<file path="src/rtl/hazard_forwarding_unit.sv">
// Hazard detection and operand forwarding for a 5-stage pipeline.
// Forward selects and stall/flush controls are combinational from the current
// pipeline-register contents. The hazard FSM state and the saturating event
// counters are registered.
module hazard_forwarding_unit (
    input  logic        clk,
    input  logic        reset,
    input  logic [4:0]  id_rs1,
    input  logic [4:0]  id_rs2,
    input  logic        id_use_rs1,
    input  logic        id_use_rs2,
    input  logic [4:0]  ex_rw,
    input  logic [4:0]  mem_rw,
    input  logic [4:0]  wb_rw,
    input  logic        ex_rf_enable,
    input  logic        mem_rf_enable,
    input  logic        wb_rf_enable,
    input  logic        ex_load,
    input  logic        ex_branch_taken,
    output logic        pc_load_enable,
    output logic        if_id_load_enable,
    output logic        if_id_hazard_reset,
    output logic        id_ex_hazard_reset,
    output logic [1:0]  fwd_a_sel,
    output logic [1:0]  fwd_b_sel,
    output logic [1:0]  hazard_state,
    output logic [15:0] stall_count,
    output logic [15:0] flush_count
);

    typedef enum logic [1:0] {
        ST_RUN      = 2'b00,
        ST_LU_STALL = 2'b01,
        ST_BR_FLUSH = 2'b10
    } state_t;

    localparam logic [1:0] FWD_RF  = 2'b00;
    localparam logic [1:0] FWD_EX  = 2'b01;
    localparam logic [1:0] FWD_MEM = 2'b10;
    localparam logic [1:0] FWD_WB  = 2'b11;

    // A stage supplies a source register only if it writes the register file
    // and targets a nonzero register; r0 is hardwired and never forwarded.
    function automatic logic reg_match(input logic       rf_en,
                                       input logic [4:0] rw,
                                       input logic [4:0] rs);
        return rf_en && (rw != 5'd0) && (rw == rs);
    endfunction

    // Youngest producer wins: EX, then MEM, then WB, else register file.
    function automatic logic [1:0] fwd_select(input logic use_src,
                                              input logic ex_hit,
                                              input logic mem_hit,
                                              input logic wb_hit);
        logic [1:0] sel;
        sel = FWD_RF;
        if (use_src) begin
            if (ex_hit)       sel = FWD_EX;
            else if (mem_hit) sel = FWD_MEM;
            else if (wb_hit)  sel = FWD_WB;
        end
        return sel;
    endfunction

    // Event counters stick at all-ones instead of wrapping.
    function automatic logic [15:0] sat_inc(input logic [15:0] cnt);
        return (cnt == 16'hFFFF) ? cnt : cnt + 16'd1;
    endfunction

    state_t      state_q, state_d;
    logic [15:0] stall_count_q, stall_count_d;
    logic [15:0] flush_count_q, flush_count_d;

    logic ex_hit_a, mem_hit_a, wb_hit_a;
    logic ex_hit_b, mem_hit_b, wb_hit_b;
    logic load_use;

    // Register matching, forward selection, stall/flush decode and next state.
    always_comb begin
        ex_hit_a  = reg_match(ex_rf_enable,  ex_rw,  id_rs1);
        mem_hit_a = reg_match(mem_rf_enable, mem_rw, id_rs1);
        wb_hit_a  = reg_match(wb_rf_enable,  wb_rw,  id_rs1);
        ex_hit_b  = reg_match(ex_rf_enable,  ex_rw,  id_rs2);
        mem_hit_b = reg_match(mem_rf_enable, mem_rw, id_rs2);
        wb_hit_b  = reg_match(wb_rf_enable,  wb_rw,  id_rs2);

        load_use = ex_load && ((ex_hit_a && id_use_rs1) || (ex_hit_b && id_use_rs2));

        pc_load_enable     = 1'b1;
        if_id_load_enable  = 1'b1;
        if_id_hazard_reset = 1'b0;
        id_ex_hazard_reset = 1'b0;
        fwd_a_sel          = FWD_RF;
        fwd_b_sel          = FWD_RF;
        state_d            = ST_RUN;
        stall_count_d      = stall_count_q;
        flush_count_d      = flush_count_q;

        if (reset) begin
            // Outputs held at their idle values; any pending event is dropped.
            stall_count_d = 16'd0;
            flush_count_d = 16'd0;
        end else begin
            fwd_a_sel = fwd_select(id_use_rs1, ex_hit_a, mem_hit_a, wb_hit_a);
            fwd_b_sel = fwd_select(id_use_rs2, ex_hit_b, mem_hit_b, wb_hit_b);
            if (ex_branch_taken) begin
                // A taken branch kills the wrong-path instructions in IF/ID and
                // ID/EX; any load-use seen this cycle belongs to a killed
                // instruction and is ignored.
                if_id_hazard_reset = 1'b1;
                id_ex_hazard_reset = 1'b1;
                state_d            = ST_BR_FLUSH;
                flush_count_d      = sat_inc(flush_count_q);
            end else if (load_use) begin
                // Freeze PC and IF/ID, and insert a bubble into ID/EX.
                pc_load_enable     = 1'b0;
                if_id_load_enable  = 1'b0;
                id_ex_hazard_reset = 1'b1;
                state_d            = ST_LU_STALL;
                stall_count_d      = sat_inc(stall_count_q);
            end
        end
    end

    // Hazard state and event counters.
    always_ff @(posedge clk) begin
        if (reset) begin
            state_q       <= ST_RUN;
            stall_count_q <= 16'd0;
            flush_count_q <= 16'd0;
        end else begin
            state_q       <= state_d;
            stall_count_q <= stall_count_d;
            flush_count_q <= flush_count_d;
        end
    end

    assign hazard_state = state_q;
    assign stall_count  = stall_count_q;
    assign flush_count  = flush_count_q;

endmodule

</file>
<file path="config.mk">
export PLATFORM = sky130hd
export DESIGN_NAME = hazard_forwarding_unit
export DESIGN_NICKNAME = d
export VERILOG_FILES = /design/src/rtl/hazard_forwarding_unit.sv
export SDC_FILE = /design/constraint.sdc
export NUM_CORES = 1
export LEC_CHECK = 0
export CAP_MARGIN = 20
export CORE_ASPECT_RATIO = 1.1
export CORE_UTILIZATION = 42
export DETAILED_ROUTE_END_ITERATION = 8
export HOLD_SLACK_MARGIN = 0.03
export PLACE_DENSITY = 0.85
export SYNTH_ARGS = -nofsm -noshare
export SYNTH_HDL_FRONTEND = slang
export SYNTH_SLANG_ARGS = --single-unit
</file>
<file path="constraint.sdc">
create_clock -name clk -period 4 [get_ports clk]
set_input_delay 0.8 -clock clk [delete_from_list [all_inputs] [get_ports clk]]
set_output_delay 0.8 -clock clk [all_outputs]
set_load 0.02 [all_outputs]
</file>
==> impl_metrics.ini <==
[place]
numPlacedInstances = 399
place_congestion = 0.820
dp_hpwl_um = 4300
dpl_cell_area_sq_mm = 0.00305
dp_worst_setup_slack_ps = 71.9
io_buffers = 75

[worst_hold_path]
holdPathEnd = stall_count[15]$_SDFFE_PP0P_
hold_class = reg -> reg
hold_depth = 2
min_from = stall_count[15]$_SDFFE_PP0P_

[floorplanning]
initial_utilization = 0.439
ioPinCount = 76
rows = 27
coreArea_sq_mm = 0.00503
die_w_um = 71.1
dieHeight_um = 78.1
die_area_sq_mm = 0.00555

[detailed_routing]
drc = 3
routedLengthMet1_um = 2190
routed.top_layer = met4
route.met2.wl_um = 2800
drt_iter0_drc = 138
viasPerCell = 5.52
wl_per_cell_um = 13.5
via_count = 2240
ant_nets = 0
first_pass_iters = 6
wirelength_um = 5470
routed-wl-met3_um = 374

[synth]
ys_types = 48
ys_warn_count = 0
syn_nets = 300
synth_area_leaders = dfxtp_1 (31%), xnor2_1 (9.1%), xor2_1 (7.9%)
ys_seq_area_frac = 0.308
synth_top_area_cell = dfxtp_1
synthFlopType = dfxtp_1
synthCells = 264
netlist_area_sq_mm = 0.00221
syn_avg_cell_area_sq_um = 8.37
synth-edff-count = 0
synth_top_area_frac = 0.308
async_reset_ff_frac = 0
synth-seq-cells = 34

[pwr]
total_power_uw = 706
power_density_mw_per_mm2 = 225
p_leak_nw = 1.11
ir_drop_uv = 122

[setup_path]
startpoint_type = input pin
r2r_slack_ps = 2020
required_ps = 3200
r2r_cells = 7
rr_endpoint = stall_count[13]$_SDFFE_PP0P_
slowest_stage = clkdlybuf4s50_1
critPathMaxStageDelay_ps = 620
cp_max_fo = 3
path_class = in -> out
timing.critical_path.mode_cell = clkdlybuf4s50_1
worstSetupEndpointType = primary output
critPathArrivalTime_ps = 3040
path_cells = clkdlybuf4s50_1, or4_1, o21ai_0, nor4_1, nand3_1, a21oi_1, nor2_1, clkdlybuf4s50_1
path_buf_inv = 2
regToRegStartpoint = stall_count[0]$_SDFFE_PP0P_
path_delay_family = buffers and inverters

[sta]
worstMarginPinSlew_ps = 438
skew_ps = 2.54
drv_slew = 0
timing.final.crit_share = 0.960
fmax_ghz = 0.261
final-setup-viol-count = 0
slew-limit-headroom = 0.706
finalSetupTns_ps = 0
finalCriticalPeriod_ps = 3840
finalHoldViolCount = 0
setup_slack_ps = 161
grt_setup_unrepaired = no

[cts]
clock_latency_ps = 290
clk_pin_slew_worst_paths_ps = 70
cts_tree = done
clkSinkCount = 34
root_buffer = clkbuf_8
post_cts_resized = 0
post_cts_buffers = 0
numCtsBuffers = 5
cts_buffer_depth = 2
hold_buffers = 0
htree_num_levels = 2

[final_layout]
area_delta_synth_final_pct = 41.9
antenna_cells = 0
layoutNonFillerInstCount = 406
nFillCells = 457
final_cell_mix = clkdlybuf4s50_1 (73), dfxtp_1 (34), nor2_1 (29)
fin_nets = 384
final_common_cell = clkdlybuf4s50_1
drive_gt1_frac = 0.0920
stdcell_area_sq_mm = 0.00313

[global_routing]
antenna_found_initial = 0
grt.overflow.total = 0
grt_pass1_wl_um = 9220
track_usage = 0.208
grt_max_degree = 41
grt_pass1_vias = 2111

[outcome]
violations = DRC
status = finished, violations left

[run]
max_cap_viol_count = 0
## cell type report
cell class	count	area (sq um)	area share
inverters	5	18.8	0.00599
multi-input cells	216	1440	0.461
clock inverters	2	10.0	0.00319
flip-flops and latches	34	681	0.217
clock buffers	5	68.8	0.0220
well taps	58	72.6	0.0232
repair buffers	86	838	0.268
## worst reg2reg max path, cell delays in order (launching register included)
cell	delay, ps
dfxtp_1	340
ha_1	260
nand3_1	130
nor4_2	70
buf_4	180
or4_1	480
or3_1	320
a21oi_1	130
## cell families after synthesis
family / count (synthesis) / synth area share
AO/OA/AOI/OAI: 38 / 0.107
multiplexers: 4 / 0.0232
buffers and inverters: 14 / 0.0380
adder cells (fa/ha/maj): 2 / 0.0113
XOR/XNOR: 43 / 0.171
flip-flops: 34 / 0.308
AND/OR/NAND/NOR: 129 / 0.342
## sequential cells by signal, indices dropped and copies added, names as in the netlist
register / count
flush_count: 16
stall_count: 16
hazard_state: 2
## layer usage
metal  vias up  track usage
li1       1119            -
met1      1021        0.230
met2        90        0.377
met3        10       0.0513
met4         0       0.0900
met5         -            0
## worst max-delay path by stage
stage	start	to	slack (ps)	cells past startpoint
3_3_place_gp	ex_rw[1]	id_ex_hazard_reset	90	8
5_1_grt	wb_rw[1]	fwd_b_sel[1]	10	7
2_1_floorplan	ex_rw[1]	pc_load_enable	890	8
3_5_place_dp	ex_rw[1]	id_ex_hazard_reset	70	8
4_1_cts	ex_rw[1]	id_ex_hazard_reset	70	8
6_report	mem_rw[2]	fwd_b_sel[0]	160	8
## Yosys cell counts (3+ instances only)
cell type / instances
inv_1: 5
nor2b_1: 5
nand2b_1: 6
nor3_1: 6
a31oi_1: 4
clkbuf_1: 3
o21ai_0: 8
nand3_1: 22
nand4_1: 6
and4_1: 3
nor2_1: 29
a21oi_1: 15
or4_1: 8
xnor2_1: 23
dfxtp_1: 34
nor4_1: 4
or3_1: 5
xor2_1: 20
o31ai_1: 5
and3_1: 7
nand2_1: 11
## stage by stage
step                       util  hold slack (ps)
after floorplan               -              565
after global placement    0.606              487
after detailed placement  0.606              506
after CTS                 0.621              515
after global routing      0.622              550
final                     0.622              508
## where the power goes
| group | switching, mW | internal (mW) | total, mW |
|---|---|---|---|
| Combinational | 0.0561 | 0.0683 | 0.124 |
| Clock | 0.121 | 0.117 | 0.237 |
| Sequential | 0.00323 | 0.341 | 0.344 |
| Total | 0.180 | 0.526 | 0.706 |
Note: power is estimated with default switching activity, not from simulation.
